<file path="config.mk">
export PLATFORM = sky130hd
export DESIGN_NAME = iir_cfg_sequencer_flat
export DESIGN_NICKNAME = d
export VERILOG_FILES = /design/src/rtl/iir_cfg_sequencer_pkg.sv /design/src/rtl/iir_cfg_sequencer_if.sv /design/src/rtl/iir_cfg_bank.sv /design/src/rtl/iir_cfg_sequencer.sv /design/src/flat_wrapper.sv
export SDC_FILE = /design/constraint.sdc
export NUM_CORES = 1
export LEC_CHECK = 0
export BUFFER_PORTS_ARGS = -buffer_cell sky130_fd_sc_hd__buf_4
export CORE_MARGIN = 2
export CORE_UTILIZATION = 50
export CTS_CLUSTER_DIAMETER = 40
export DETAILED_ROUTE_END_ITERATION = 8
export PLACE_DENSITY = 0.71
export SLEW_MARGIN = 10
export SYNTH_ARGS = -nofsm -noshare
export SYNTH_HDL_FRONTEND = slang
export SYNTH_SLANG_ARGS = --single-unit
</file>
<file path="constraint.sdc">
create_clock -name CLK -period 13.4 [get_ports CLK]
set_input_delay 2.01 -clock CLK [delete_from_list [all_inputs] [get_ports CLK]]
set_output_delay 2.01 -clock CLK [all_outputs]
set_load 0.03 [all_outputs]
</file>
<file path="src/rtl/iir_cfg_sequencer_pkg.sv">
// Shared definitions for the IIR configuration sequencer: stream layout,
// FSM state encoding and stream-position index helpers.
package iir_cfg_sequencer_pkg;

  localparam int unsigned COEF_PER_SEC  = 6;
  localparam int unsigned WORDS_PER_SEC = COEF_PER_SEC + 1;

  typedef enum logic [1:0] {
    IDLE,
    LOAD,
    WAIT_SMP,
    FLUSH
  } state_t;

  // Stream: scale[0], then per section c0..c5 followed by scale[k+1].
  function automatic int unsigned total_words(input int unsigned nsec);
    return WORDS_PER_SEC * nsec + 1;
  endfunction

  function automatic logic pos_is_scale(input int unsigned pos);
    return (pos % WORDS_PER_SEC) == 0;
  endfunction

  function automatic int unsigned pos_scale_slot(input int unsigned pos);
    return pos / WORDS_PER_SEC;
  endfunction

  // Flat coefficient index (6*section + coef); only meaningful for non-scale positions.
  function automatic int unsigned pos_coef_slot(input int unsigned pos);
    return (pos / WORDS_PER_SEC) * COEF_PER_SEC + (pos % WORDS_PER_SEC) - 1;
  endfunction

endpackage

</file>
<file path="src/rtl/iir_cfg_sequencer_if.sv">
// Valid/ready configuration word stream into the sequencer.
interface iir_cfg_sequencer_if #(
  parameter int unsigned WS = 16
) ();
  logic          cfg_valid;
  logic [WS-1:0] cfg_data;
  logic          cfg_last;
  logic          cfg_ready;

  modport master (output cfg_valid, cfg_data, cfg_last, input cfg_ready);
  modport slave  (input cfg_valid, cfg_data, cfg_last, output cfg_ready);
endinterface

</file>
<file path="src/rtl/iir_cfg_bank.sv">
// Shadow/active coefficient and scale register pair: stream-position write
// port into the shadow bank, whole-bank copy to active on commit.
module iir_cfg_bank
  import iir_cfg_sequencer_pkg::*;
#(
  parameter int unsigned NSEC = 1,
  parameter int unsigned WC   = 10,
  parameter int unsigned WS   = 16,
  parameter int unsigned CW   = 4
) (
  input  logic                                CLK,
  input  logic                                RESET,
  input  logic                                wr_en,
  input  logic [CW-1:0]                       wr_pos,
  input  logic [WS-1:0]                       wr_data,
  input  logic                                commit,
  output logic [COEF_PER_SEC*NSEC*WC-1:0]     coef_flat,
  output logic [(NSEC+1)*WS-1:0]              scale_flat
);

  localparam int unsigned NCOEF  = COEF_PER_SEC * NSEC;
  localparam int unsigned NSCALE = NSEC + 1;

  logic [WC-1:0] sh_coef  [NCOEF];
  logic [WC-1:0] act_coef [NCOEF];
  logic [WS-1:0] sh_scale [NSCALE];
  logic [WS-1:0] act_scale[NSCALE];

  int unsigned pos;
  logic        is_scale;
  int unsigned scale_slot;
  int unsigned coef_slot;

  always_comb begin
    pos        = {{(32-CW){1'b0}}, wr_pos};
    is_scale   = pos_is_scale(pos);
    scale_slot = pos_scale_slot(pos);
    coef_slot  = pos_coef_slot(pos);
  end

  always_ff @(posedge CLK) begin
    if (!RESET) begin
      for (int unsigned i = 0; i < NCOEF; i++) begin
        sh_coef[i]  <= '0;
        act_coef[i] <= '0;
      end
      for (int unsigned i = 0; i < NSCALE; i++) begin
        sh_scale[i]  <= '0;
        act_scale[i] <= '0;
      end
    end else begin
      if (wr_en) begin
        if (is_scale) sh_scale[scale_slot] <= wr_data;
        else          sh_coef[coef_slot]   <= wr_data[WC-1:0];
      end
      if (commit) begin
        for (int unsigned i = 0; i < NCOEF; i++)  act_coef[i]  <= sh_coef[i];
        for (int unsigned i = 0; i < NSCALE; i++) act_scale[i] <= sh_scale[i];
      end
    end
  end

  always_comb begin
    coef_flat  = '0;
    scale_flat = '0;
    for (int unsigned i = 0; i < NCOEF; i++)  coef_flat[i*WC +: WC]  = act_coef[i];
    for (int unsigned i = 0; i < NSCALE; i++) scale_flat[i*WS +: WS] = act_scale[i];
  end

endmodule

</file>
<file path="src/rtl/iir_cfg_sequencer.sv">
// Configuration controller for the cascaded-SOS IIR: loads a shadow bank over
// a valid/ready stream, commits it on a sample boundary, then flushes the filter.
module iir_cfg_sequencer
  import iir_cfg_sequencer_pkg::*;
#(
  parameter int unsigned NSEC      = 1,
  parameter int unsigned WC        = 10,
  parameter int unsigned WS        = 16,
  parameter int unsigned FLUSH_CYC = 4
) (
  input  logic                            CLK,
  input  logic                            RESET,
  input  logic                            ce_in,
  input  logic                            sample_strobe,
  input  logic                            load_req,
  iir_cfg_sequencer_if.slave              cfg,
  output logic [COEF_PER_SEC*NSEC*WC-1:0] coef_flat,
  output logic [(NSEC+1)*WS-1:0]          scale_flat,
  output logic                            filt_ce,
  output logic                            filt_rst_n,
  output logic                            busy,
  output logic                            loaded,
  output logic                            done,
  output logic                            err
);

  localparam int unsigned   TOTAL    = total_words(NSEC);
  localparam int unsigned   CW       = $clog2(TOTAL + 1);
  localparam logic [CW-1:0] LAST_POS = CW'(TOTAL - 1);

  state_t        state, state_nxt;
  logic [CW-1:0] cnt;
  logic [7:0]    flush_cnt;

  logic accept, at_last, good_end, bad_end, commit, flush_end;

  always_comb begin
    accept    = (state == LOAD) && cfg.cfg_valid;
    at_last   = (cnt == LAST_POS);
    good_end  = accept && cfg.cfg_last && at_last;
    // Early last or missing last at the final position both abort the load.
    bad_end   = accept && (cfg.cfg_last != at_last);
    commit    = (state == WAIT_SMP) && sample_strobe;
    flush_end = (state == FLUSH) && (flush_cnt <= 8'd1);
  end

  always_ff @(posedge CLK) begin
    if (!RESET) begin
      state     <= IDLE;
      cnt       <= '0;
      flush_cnt <= '0;
      loaded    <= 1'b0;
      done      <= 1'b0;
      err       <= 1'b0;
    end else begin
      state <= state_nxt;
      done  <= flush_end;
      err   <= bad_end;
      if ((state == IDLE) && load_req) cnt <= '0;
      else if (accept)                 cnt <= cnt + 1'b1;
      if (commit)              flush_cnt <= 8'(FLUSH_CYC);
      else if (state == FLUSH) flush_cnt <= flush_cnt - 8'd1;
      if (commit) loaded <= 1'b1;
    end
  end

  always_comb begin
    state_nxt = state;
    unique case (state)
      IDLE:     if (load_req) state_nxt = LOAD;
      LOAD: begin
        if (good_end)     state_nxt = WAIT_SMP;
        else if (bad_end) state_nxt = IDLE;
      end
      WAIT_SMP: if (sample_strobe) state_nxt = FLUSH;
      FLUSH:    if (flush_end) state_nxt = IDLE;
      default:  state_nxt = IDLE;
    endcase
  end

  always_comb begin
    cfg.cfg_ready = (state == LOAD);
    busy          = (state != IDLE);
    filt_ce       = ce_in && loaded && (state != FLUSH);
    filt_rst_n    = loaded && (state != FLUSH);
  end

  iir_cfg_bank #(
    .NSEC (NSEC),
    .WC   (WC),
    .WS   (WS),
    .CW   (CW)
  ) u_bank (
    .CLK        (CLK),
    .RESET      (RESET),
    .wr_en      (accept),
    .wr_pos     (cnt),
    .wr_data    (cfg.cfg_data),
    .commit     (commit),
    .coef_flat  (coef_flat),
    .scale_flat (scale_flat)
  );

endmodule

</file>
<file path="src/flat_wrapper.sv">
// flat-port wrapper written by rule: the top's interface ports become plain ports
module iir_cfg_sequencer_flat import iir_cfg_sequencer_pkg::*;
#(
  parameter int unsigned NSEC      = 1,
  parameter int unsigned WC        = 10,
  parameter int unsigned WS        = 16,
  parameter int unsigned FLUSH_CYC = 4
)
  (CLK, RESET, ce_in, sample_strobe, load_req, coef_flat, scale_flat, filt_ce, filt_rst_n, busy, loaded, done, err, cfg_cfg_valid, cfg_cfg_data, cfg_cfg_last, cfg_cfg_ready);
  iir_cfg_sequencer_if #(.WS(WS)) cfg_i ();
  input  logic CLK;
  input  logic RESET;
  input  logic ce_in;
  input  logic sample_strobe;
  input  logic load_req;
  output logic [COEF_PER_SEC*NSEC*WC-1:0] coef_flat;
  output logic [(NSEC+1)*WS-1:0] scale_flat;
  output logic filt_ce;
  output logic filt_rst_n;
  output logic busy;
  output logic loaded;
  output logic done;
  output logic err;
  input wire logic [$bits(cfg_i.cfg_valid)-1:0] cfg_cfg_valid;
  input wire logic [$bits(cfg_i.cfg_data)-1:0] cfg_cfg_data;
  input wire logic [$bits(cfg_i.cfg_last)-1:0] cfg_cfg_last;
  output wire logic [$bits(cfg_i.cfg_ready)-1:0] cfg_cfg_ready;
  assign cfg_i.cfg_valid = cfg_cfg_valid;
  assign cfg_i.cfg_data = cfg_cfg_data;
  assign cfg_i.cfg_last = cfg_cfg_last;
  assign cfg_cfg_ready = cfg_i.cfg_ready;
  iir_cfg_sequencer #(.NSEC(NSEC), .WC(WC), .WS(WS), .FLUSH_CYC(FLUSH_CYC)) u_core (.CLK(CLK), .RESET(RESET), .ce_in(ce_in), .sample_strobe(sample_strobe), .load_req(load_req), .cfg(cfg_i), .coef_flat(coef_flat), .scale_flat(scale_flat), .filt_ce(filt_ce), .filt_rst_n(filt_rst_n), .busy(busy), .loaded(loaded), .done(done), .err(err));
endmodule
</file>
Word-level counts from Yosys, hierarchy flattened
Memory sizes are Yosys's and may differ from the RTL's.
Cells that the tools add are included.
{"block": "classes", "eq_ne": 10, "div": 2, "muxes": 34, "order_cmp": 1, "bitwise": 9, "addsub": 4, "multipliers": 1, "n_reduce_logical": 19}
{"op": "10-bit two-way mux", "n": 7}
{"op": "16-bit two-way mux", "n": 3}
{"op": "4-bit by 3-bit divider with 32-bit output, second input constant", "n": 1}
{"op": "32-bit logical NOT", "n": 1}
{"op": "4-bit by 3-bit remainder unit with 32-bit output, second input constant", "n": 1}
{"op": "32-bit by 2-bit multiplier with 2-bit output, second input constant", "n": 1}
{"op": "16-bit OR reduction", "n": 1}
{"op": "1-bit two-way mux", "n": 15}
{"op": "1-bit logical AND", "n": 10}
{"op": "2-bit two-way mux", "n": 5}
{"op": "10-bit OR reduction", "n": 1}
{"op": "3-bit two-way mux", "n": 3}
{"op": "8-bit by 1-bit <= comparator with 1-bit output, second input constant", "n": 1}
{"op": "1-bit OR", "n": 8}
{"op": "2-bit one-hot mux with 4 select lines", "n": 1}
{"op": "8-bit by 1-bit subtractor with 8-bit output, second input constant", "n": 1}
{"op": "2-bit inequality test, second input constant", "n": 3}
{"op": "4-bit by 1-bit adder with 4-bit output, second input constant", "n": 1}
{"op": "2-bit equality test, second input constant", "n": 2}
{"op": "4-bit by 3-bit equality test with 1-bit output, second input constant", "n": 1}
{"op": "4-bit AND reduction", "n": 1}
{"op": "2-bit nonzero test", "n": 2}
{"op": "2-bit OR reduction", "n": 2}
{"op": "3-bit adder", "n": 1}
{"op": "7 further kinds", "n": 7}
{"block": "word_totals", "ramBits": 184, "inputBits": 23, "n_memories": 4, "register_bits": 17}
{"memory": "u_core.u_bank.act_coef", "depth": 6, "width": 10, "rd": 6, "rd_clocked_by_memory_dff": 0, "write_ports": 6, "line_no": "iir_cfg_bank.sv:25", "rtl": "logic [WC-1:0] act_coef [NCOEF];"}
{"memory": "u_core.u_bank.sh_coef", "depth": 6, "width": 10, "rd": 6, "rd_clocked_by_memory_dff": 0, "write_ports": 6, "line_no": "iir_cfg_bank.sv:24", "rtl": "logic [WC-1:0] sh_coef [NCOEF];"}
{"memory": "u_core.u_bank.act_scale", "depth": 2, "width": 16, "rd": 2, "rd_clocked_by_memory_dff": 0, "write_ports": 2, "line_no": "iir_cfg_bank.sv:27", "rtl": "logic [WS-1:0] act_scale[NSCALE];"}
{"memory": "u_core.u_bank.sh_scale", "depth": 2, "width": 16, "rd": 2, "rd_clocked_by_memory_dff": 0, "write_ports": 2, "line_no": "iir_cfg_bank.sv:26", "rtl": "logic [WS-1:0] sh_scale [NSCALE];"}

Logic depth before layout (Yosys ltp)
Gate-level depths: netlist of run 1.
{"block": "depth", "ltp_word": 8, "ltp_mapped": 17, "depth_no_buf": 15}

Modules after synthesis
From an unflattened synthesis of run 1, not the netlist that was laid out.
{"block": "unflattened", "hier_cells": 609, "area_unflattened_um2": 8428.1}
{"mod": "iir_cfg_bank", "cells_per_inst": 514, "seq_area_each_um2": 5525.3, "n_inst": 1, "area_per_inst_um2": 7602.3}
{"mod": "iir_cfg_sequencer", "cells_per_inst": 95, "seq_area_each_um2": 340.3, "n_inst": 1, "area_per_inst_um2": 825.8}

Worst setup path before layout of run 1
No wires, ideal clock.
{"block": "synth_path", "path_kind": "input-to-reg", "startpoint": "input port sample_strobe", "endpoint": "memory u_core.u_bank.act_coef[0][0], enable pin", "arrival_ns": 6.396, "cell_stages": 2, "setup_time_ns": 0.565, "path_slack_ns": 6.439, "path_buffers": 0, "cell_sequence": "nand2_1 > o21ai_1"}
{"item": "start, declared", "line_no": "flat_wrapper.sv:14", "rtl": "input logic sample_strobe;"}
{"item": "end, declared", "line_no": "iir_cfg_bank.sv:25"}

==> out/metrics.csv, run 1 <==
metric,value,unit
CP Capture Type,register,
Async SR Flop Fraction,0,%
Post-synth EDFFs,184,
post-synthesis cell type count,55,
Syn Nets,621,
Post-DP Area,9254,µm²
status,finished clean,
GRT Overall Usage,18.05,%
Reg2Reg Depth,13,
min cycle time layout,5002,ps
period utilisation layout,37.33,%
largest net degree at the start of global routing,94,
antenna violation net count after detailed routing,0,
Area contributors post-synth,"edfxtp_1, and2_1, dfxtp_1",
fmax,199.9,MHz
WP data arrival,5110,ps
RSZ-0062 raised after global routing,false,
ys flop type,edfxtp_1,
"reg-to-reg slack, setup",8400,ps
Yosys top cell by area,edfxtp_1,
hold path start,u_core.flush_cnt[6]$_SDFFE_PP0P_,
Post-Synthesis Cell Area,8202,µm²
CTS Root Cell,clkbuf_16,
via count,4927,
Filler cells,1190,
CTS Buffer Depth,3,
"Hold Vio Cnt, Final",0,
PwrDens,134.7,nW/µm²
wire per inst,17.01,µm
# IOs,122,
CTS sink cnt,201,
count of non-filler cells in the finished layout,930,
"slowest stage delay, CP",1010,ps
most frequent cells after synthesis,"edfxtp_1, and2_1, nor3_1",
worst reg2reg endpoint,u_core.u_bank.sh_coef[3][5]$_SDFFCE_PN0P_,
Crit Path Category,reg2reg,
worst skew pair latency,490,ps
1st-pass router iterations,5,
Lkg Pwr,0.003773,µW
Initial Utilization,51.44,%
Worst Path Buf+Inv,2,
dpl cells,891,
Post-Syn Area per Cell,13.92,µm²
final setup fails,0,
Slew HR,23.28,%
"count leader, synth",edfxtp_1,
first-pass GRT wire length,25210,µm
VDD IR max,93.20,µV
number of vias per cell,5.298,
final setup TNS,0,ps
Mapped Cells,589,
crit-path max FO,44,
TritonCTS Buffers,22,
max cap viols,0,
"Reg clk slew, reported paths",60,ps
Synth Warn #,0,
dpl hpwl,10860,µm
Final Instance Area,9942,µm²
Post-CTS Repair Setup Buffers,0,
CP Launch Type,register,
hold crit path type,reg2reg,
vias in the first global route,4818,
"Slew Viols, Final",0,
Tot Pwr,1339,µW
row count,46,
worst hold stages,2,
WP data required,13510,ps
worst hold slack,511.6,ps
DIE HEIGHT,132.1,µm
hold_buf cts,0,
Worst-Margin Slew,1147,ps
number of remaining DRC errors,0,
#FFs+latches synth,201,
GRT overflow,0,
Area Overhead vs Synth,21.22,%
TritonCTS clock tree,built,
ant diodes,0,
most used cell along the critical path,ha_1,
H-tree depth,1,
initial antenna violation count,0,
initial DRC count,475,
layout cells sized above 1,24.23,%
CORE AREA,15940,µm²
Post-Route Skew,9.050,ps
fin nets,732,
DIE AREA,17440,µm²
die width,132.1,µm
worst r2r src,u_core.cnt[2]$_SDFFE_PP0P_,
# resized after CTS,0,
total wire length,15820,µm
top-area cell type share of the netlist area,67.37,%
placer congestion estimate,0.8506,
end of the worst hold path,u_core.flush_cnt[6]$_SDFFE_PP0P_,
Top Family by Delay on Critical Path,adder cells,
"Seq/Total Area, Yosys",71.52,%
Worst path slowest cell,o41ai_2,
"Cell Chain, Critical Path","ha_1, ha_1, a31oi_1, xnor2_1, inv_1, ha_1, inv_1, or3_1, nand2_2, xnor2_4, ha_1, xor2_4, o41ai_2",
Buffers on Ports,121,
==> metal layers <==
metal  share of wire [%]  GRT usage [%]  vias up
met4                 2.4          7.005        0
met2                  48          29.69      176
met3                 6.6          3.153       31
li1                    -              -     2375
met5                   0              0        -
met1                  43          24.13     2345
==> registers in the layout, indices dropped and copies added (netlist names), named ones only <==
name	cells
u_core.u_bank.act_coef	60
u_core.u_bank.sh_coef	60
u_core.u_bank.act_scale	32
u_core.u_bank.sh_scale	32
u_core.flush_cnt	8
u_core.cnt	4
u_core.done	1
u_core.err	1
u_core.loaded	1
u_core.state	1
==> per-stage QoR <==
stage	setup slack (ps)	util, %
global placement	8529	58.04
global route	7965	62.36
finish	8398	62.36
detailed placement	8313	58.04
CTS	8290	62.21
floorplan	6439	-
==> power by group <==
part | leakage (µW) | internal, µW | switching [µW] | total, µW
sequential | 0.00204 | 704 | 7.64 | 712
combinational | 0.00142 | 24.8 | 60.9 | 85.6
clock | 0.000315 | 315 | 227 | 542
==> final cells by class <==
type / count / area [µm²] / area share, %
clock buffer: 27 / 590.6 / 5.940
clock inverter: 11 / 73.82 / 0.7425
inverter: 17 / 63.81 / 0.6418
multi-input combinational: 330 / 2105 / 21.17
sequential: 201 / 5866 / 59.00
tap: 216 / 270.3 / 2.718
timing repair buffer: 128 / 973.4 / 9.791
==> worst max-delay path by stage <==
stage / cells after the start / start / endpoint
floorplan: 2 / sample_strobe / u_core.u_bank.act_coef[0][0]$_SDFFCE_PN0P_
global placement: 6 / cfg_cfg_valid / u_core.u_bank.sh_scale[1][11]$_SDFFCE_PN0P_
detailed placement: 13 / u_core.cnt[2]$_SDFFE_PP0P_ / u_core.u_bank.sh_coef[4][4]$_SDFFCE_PN0P_
CTS: 13 / u_core.cnt[2]$_SDFFE_PP0P_ / u_core.u_bank.sh_coef[4][1]$_SDFFCE_PN0P_
global route: 13 / u_core.cnt[2]$_SDFFE_PP0P_ / u_core.u_bank.sh_coef[3][1]$_SDFFCE_PN0P_
finish: 13 / u_core.cnt[2]$_SDFFE_PP0P_ / u_core.u_bank.sh_coef[3][5]$_SDFFCE_PN0P_
==> kinds of logic (layout without fill, tap and decap cells) <==
group | after synthesis | after routing | synth area share, %
buf+inv | 58 | 183 | 3.387
flops | 201 | 201 | 71.52
xor+xnor | 13 | 13 | 1.709
fa+ha+maj | 9 | 9 | 1.373
mux | 1 | 1 | 0.1220
simple gates | 267 | 267 | 18.46
compound gates | 40 | 40 | 3.433
==> cell usage in the layout, fill, tap and decap left out, types with 5 or more instances in the layout <==
cell type and count:
clkbuf_16 23, buf_4 127, edfxtp_1 184, nor3_1 63, ha_1 9, o21ai_0 9, nor2_1 14, dfxtp_1 17
xnor2_1 8, nand2_1 13, and2_1 107, or3_1 5, nor4_1 23, nand3_1 23, inv_1 17
==> tightest hold or removal path, stage by stage, from the launching register on <==
cell and delay (ps):
dfxtp_1 330, o21ai_0 70, a21oi_1 60
(Power assumes the default switching activity.)
==> inputs of run 2 (changes only) <==
--- a/config.mk
+++ b/config.mk
@@ -10,7 +10,7 @@
 export CORE_UTILIZATION = 50
 export CTS_CLUSTER_DIAMETER = 40
 export DETAILED_ROUTE_END_ITERATION = 8
-export PLACE_DENSITY = 0.71
+export PLACE_DENSITY = 0.74
 export SLEW_MARGIN = 10
 export SYNTH_ARGS = -nofsm -noshare
 export SYNTH_HDL_FRONTEND = slang
==> constraint.sdc (replaced) <==
create_clock -name CLK -period 4.4 [get_ports CLK]
set_input_delay 0.66 -clock CLK [delete_from_list [all_inputs] [get_ports CLK]]
set_output_delay 0.66 -clock CLK [all_outputs]
set_load 0.03 [all_outputs]
==> run 2 against run 1 <==
Sequential power grew to 3.0 times the previous value. Clock skew is 2.8 ps higher. Sequential cell count unchanged. Non-clock buffer count grew 10. Via count up 2.7%. First-iteration DRC count is 21% lower. Routed wire length is 0.84% higher. Count of clock-buffer cells in the layout is 3 higher. Register-to-register slack worse by 8200 ps. Final area up 4.2%. Highest routed layer unchanged.
==> out/metrics.csv, run 2 (same netlist as run 1, synthesis figures left out) <==
metric,value,unit
status,finished clean,
hold_buf cts,0,
Initial Utilization,51.44,%
largest net degree at the start of global routing,98,
dpl cells,902,
"slowest stage delay, CP",450,ps
wire per inst,16.72,µm
antenna violation net count after detailed routing,0,
row count,46,
Crit Path Category,reg2reg,
VDD IR max,284.4,µV
DIE HEIGHT,132.1,µm
min cycle time layout,4167,ps
Lkg Pwr,0.003982,µW
final setup TNS,0,ps
CORE AREA,15940,µm²
CTS sink cnt,201,
1st-pass router iterations,5,
WP data required,4610,ps
Worst path slowest cell,dfxtp_1,
Slew HR,17.93,%
# IOs,122,
period utilisation layout,94.71,%
final setup fails,0,
"Hold Vio Cnt, Final",0,
RSZ-0062 raised after global routing,false,
placer congestion estimate,0.8495,
Post-Route Skew,11.83,ps
DIE AREA,17440,µm²
initial DRC count,375,
Worst-Margin Slew,1231,ps
vias in the first global route,4955,
GRT overflow,0,
M1 WL,6473,µm
CTS Root Cell,clkbuf_16,
initial antenna violation count,0,
Place WS,85.14,ps
ant diodes,0,
"commonest non-fill, non-tap cell in the layout",edfxtp_1,
hold crit path type,in2reg,
WP data arrival,4380,ps
"Cell Chain, Critical Path","inv_1, ha_1, a31oi_1, xnor2_1, inv_1, ha_1, inv_1, or3_1, nand2_2, o21ai_0, ha_1, or3b_1, o31ai_1, buf_4",
CP Capture Type,register,
number of remaining DRC errors,0,
fmax,240.0,MHz
via count,5059,
count of non-filler cells in the finished layout,954,
met2 wire len,8055,µm
Tot Pwr,4747,µW
layout cells sized above 1,27.51,%
"Reg clk slew, reported paths",50,ps
"Slew Viols, Final",0,
Buffers on Ports,121,
CP Launch Type,register,
routed wire length on met3,1136,µm
Area Overhead vs Synth,26.30,%
max cap viols,0,
Worst Path Buf+Inv,4,
first-pass GRT wire length,25340,µm
setup ws final,232.9,ps
uppermost layer routed,met4,
GRT Overall Usage,17.95,%
PwrDens,458.2,nW/µm²
die width,132.1,µm
biggest regs,"u_core.u_bank.act_coef x60, u_core.u_bank.sh_coef x60",
number of vias per cell,5.303,
total wire length,15950,µm
dpl hpwl,10490,µm
Top Family by Delay on Critical Path,simple AND/OR/NAND/NOR gates,
fin nets,749,
worst skew pair latency,520,ps
TritonCTS clock tree,built,
most frequent cells in the layout,"edfxtp_1, buf_4, and2_1, nor3_1, clkbuf_16",
TritonCTS Buffers,28,
H-tree depth,1,
crit-path max FO,10,
CTS Buffer Depth,3,
worst hold slack,427.0,ps
-- run 2: worst min-delay path, stage by stage --
cell	delay, ps
buf_4	90
xor2_1	60
nor2_1	80
-- run 2: layout make-up --
class	count	area, µm²
repair buffers	138	1036
flip-flops and latches	201	5866
well taps	216	270.3
multi-input cells	331	2130
inverters	17	63.81
clock buffers	30	729.5
clock inverters	21	264.0
fillers	1137	5584
-- run 2: final timing paths --
kind,from,to,slack [ps],cells after the start
setup / recovery,u_core.cnt[0]$_SDFFE_PP0P_,u_core.u_bank.sh_coef[1][6]$_SDFFCE_PN0P_,230,14
hold / removal,cfg_cfg_last,u_core.err$_SDFF_PN0_,430,3
setup reg to reg,u_core.cnt[0]$_SDFFE_PP0P_,u_core.u_bank.sh_coef[1][6]$_SDFFCE_PN0P_,230,14
hold reg to reg,u_core.loaded$_SDFFE_PN0P_,u_core.loaded$_SDFFE_PN0P_,510,1
-- run 2: stage by stage --
stage	utilization (%)	instance area, µm²
6_report	64.97	10360
5_1_grt	64.97	10360
4_1_cts	64.79	10330
3_5_place_dp	58.56	9336
3_3_place_gp	58.56	9336
2_1_floorplan	-	8213
-- run 2: what timing repair did --
item / 4_1_cts / 5_1_grt
endpoints found under the setup margin: 0 / 70
setup buffers: 0 / 0
gates resized for setup: 0 / 3
-- run 2: where the power goes --
part	total (µW)	switching, µW	internal [µW]
registers	2170	22.5	2140
logic	271	190	81.1
clock network	2310	846	1460
-- run 2: per-layer routing --
| layer | up-vias | global-route usage, % |
|---|---|---|
| li1 | 2414 | - |
| met1 | 2435 | 22.58 |
| met2 | 186 | 30.61 |
| met3 | 24 | 3.960 |
| met4 | 0 | 6.703 |
| met5 | - | 0 |
==> inputs of run 3 (changes only) <==
--- a/config.mk
+++ b/config.mk
@@ -5,12 +5,12 @@
 export SDC_FILE = /design/constraint.sdc
 export NUM_CORES = 1
 export LEC_CHECK = 0
-export BUFFER_PORTS_ARGS = -buffer_cell sky130_fd_sc_hd__buf_4
 export CORE_MARGIN = 2
 export CORE_UTILIZATION = 50
 export CTS_CLUSTER_DIAMETER = 40
 export DETAILED_ROUTE_END_ITERATION = 8
-export PLACE_DENSITY = 0.74
+export DONT_BUFFER_PORTS = 1
+export PLACE_DENSITY = 0.68
 export SLEW_MARGIN = 10
 export SYNTH_ARGS = -nofsm -noshare
 export SYNTH_HDL_FRONTEND = slang
==> run 3 against run 2 <==
Power shrank 7.3%. Sequential share of layout area is 6.0 points higher. Non-clock buffer count down 117. Count of clock-buffer cells in the layout decreased by 3. Critical path type unchanged. Critical endpoint is now u_core.u_bank.sh_coef[1][8]$_SDFFCE_PN0P_.
==> out/metrics.csv, run 3 (same netlist as run 1, synthesis figures left out) <==
metric,value,unit
die width,132.1,µm
final core utilization,58.72,%
largest net degree at the start of global routing,64,
uppermost layer routed,met4,
CORE AREA,15940,µm²
count of non-filler cells in the finished layout,833,
CTS Root Cell,clkbuf_16,
RSZ-0062 raised after global routing,false,
Lkg Pwr,0.003340,µW
period utilisation layout,93.69,%
"Slew Viols, Final",0,
TritonCTS clock tree,built,
ant diodes,0,
CP Capture Type,register,
Area Overhead vs Synth,14.14,%
CP Launch Type,register,
PwrDens,470.2,nW/µm²
Final Instance Area,9361,µm²
CTS Buffer Depth,3,
VDD IR max,253.5,µV
routed wire length on met3,1141,µm
Worst-Margin Slew,777.5,ps
Post-DP Area,8451,µm²
Multi-input gate area,2123,µm²
Initial Utilization,51.44,%
layout cells sized above 1,13.13,%
met2 wire len,7593,µm
1st-pass router iterations,5,
"Reg clk slew, reported paths",60,ps
# IOs,122,
most frequent cells in the layout,"edfxtp_1, and2_1, nor3_1, clkbuf_16",
total wire length,15350,µm
number of remaining DRC errors,0,
Buffers on Ports,0,
vias in the first global route,4371,
antenna violation net count after detailed routing,0,
GRT Overall Usage,17.28,%
hold_buf cts,0,
H-tree depth,1,
number of vias per cell,5.456,
"Hold Vio Cnt, Final",0,
crit-path max FO,10,
Crit Path Category,reg2reg,
dpl cells,784,
"slowest stage delay, CP",480,ps
DIE AREA,17440,µm²
WP data arrival,4340,ps
Worst path slowest cell,dfxtp_1,
final setup fails,0,
WP data required,4610,ps
TritonCTS Buffers,26,
Filler cells,1225,
DIE HEIGHT,132.1,µm
worst skew pair latency,510,ps
Worst Path Buf+Inv,4,
CTS sink cnt,201,
placer congestion estimate,0.7803,
row count,46,
Slew HR,48.17,%
hold crit path type,in2reg,
Post-Route Skew,14.33,ps
max cap viols,0,
via count,4545,
"Cell Chain, Critical Path","inv_1, ha_1, a31oi_2, xnor2_1, inv_1, ha_1, inv_1, or3_1, nand2_2, o21ai_0, ha_1, or3b_1, o31ai_1, buf_4",
M1 WL,6288,µm
initial DRC count,526,
status,finished clean,
fin nets,629,
min cycle time layout,4122,ps
fmax,242.6,MHz
"commonest non-fill, non-tap cell in the layout",edfxtp_1,
wire per inst,18.43,µm
first-pass GRT wire length,23690,µm
Tot Pwr,4401,µW
dpl hpwl,10200,µm
worst hold slack,266.3,ps
Top Family by Delay on Critical Path,simple AND/OR/NAND/NOR gates,
area occupied by registers,5867,µm²
initial antenna violation count,0,
biggest regs,"u_core.u_bank.act_coef x60, u_core.u_bank.sh_coef x60",
GRT overflow,0,
[run 3: what timing repair did]
| action | CTS | global route |
|---|---|---|
| hold endpoints to repair | 0 | 0 |
| resized for setup | 0 | 4 |
| setup buffers | 0 | 1 |
| setup endpoints to repair | 0 | 50 |
[run 3: worst reg2reg max path, cell delays in order (launching register included)]
cell and delay, ps:
dfxtp_1 480, inv_1 200, ha_1 320, a31oi_2 290, xnor2_1 150, inv_1 90, ha_1 220, inv_1 100
or3_1 440, nand2_2 160, o21ai_0 110, ha_1 350, or3b_1 430, o31ai_1 240, buf_4 240
[run 3: path summary, 6_finish.rpt]
kind / cells past startpoint / start / end / slack, ps
worst min register to register: 1 / u_core.u_bank.sh_coef[5][7]$_DFFE_PP_ / u_core.u_bank.act_coef[5][7]$_SDFFCE_PN0P_ / 510
worst max-delay path: 14 / u_core.cnt[0]$_SDFFE_PP0P_ / u_core.u_bank.sh_coef[1][8]$_SDFFCE_PN0P_ / 280
worst min-delay path: 1 / RESET / u_core.loaded$_SDFFE_PN0P_ / 270
worst max register to register: 14 / u_core.cnt[0]$_SDFFE_PP0P_ / u_core.u_bank.sh_coef[1][8]$_SDFFCE_PN0P_ / 280
[run 3: where the power goes]
part           switching (µW)  internal [µW]
logic                     105           33.5
registers                87.6           2150
clock network             843           1190
[run 3: area by class of cell]
cell class	instances	area share [%]
Clock inverter	21	2.272
Timing Repair Buffer	21	1.818
Tap cell	216	2.887
Clock buffer	27	6.990
Multi-Input combinational cell	330	22.68
Sequential cell	201	62.67
Inverter	17	0.6816
[run 3: per-layer routing]
layer,GRT usage [%],vias up
met5,0,-
met4,5.918,0
met3,4.075,29
met2,28.65,173
met1,22.51,2161
li1,-,2182
[run 3: metrics by stage]
stage	worst slack (ps)	setup TNS [ps]
after floorplan	-164.9	-3298
after global placement	348.7	0
after detailed placement	116.7	0
after CTS	88.32	0
after global routing	12.29	0
final	277.8	0
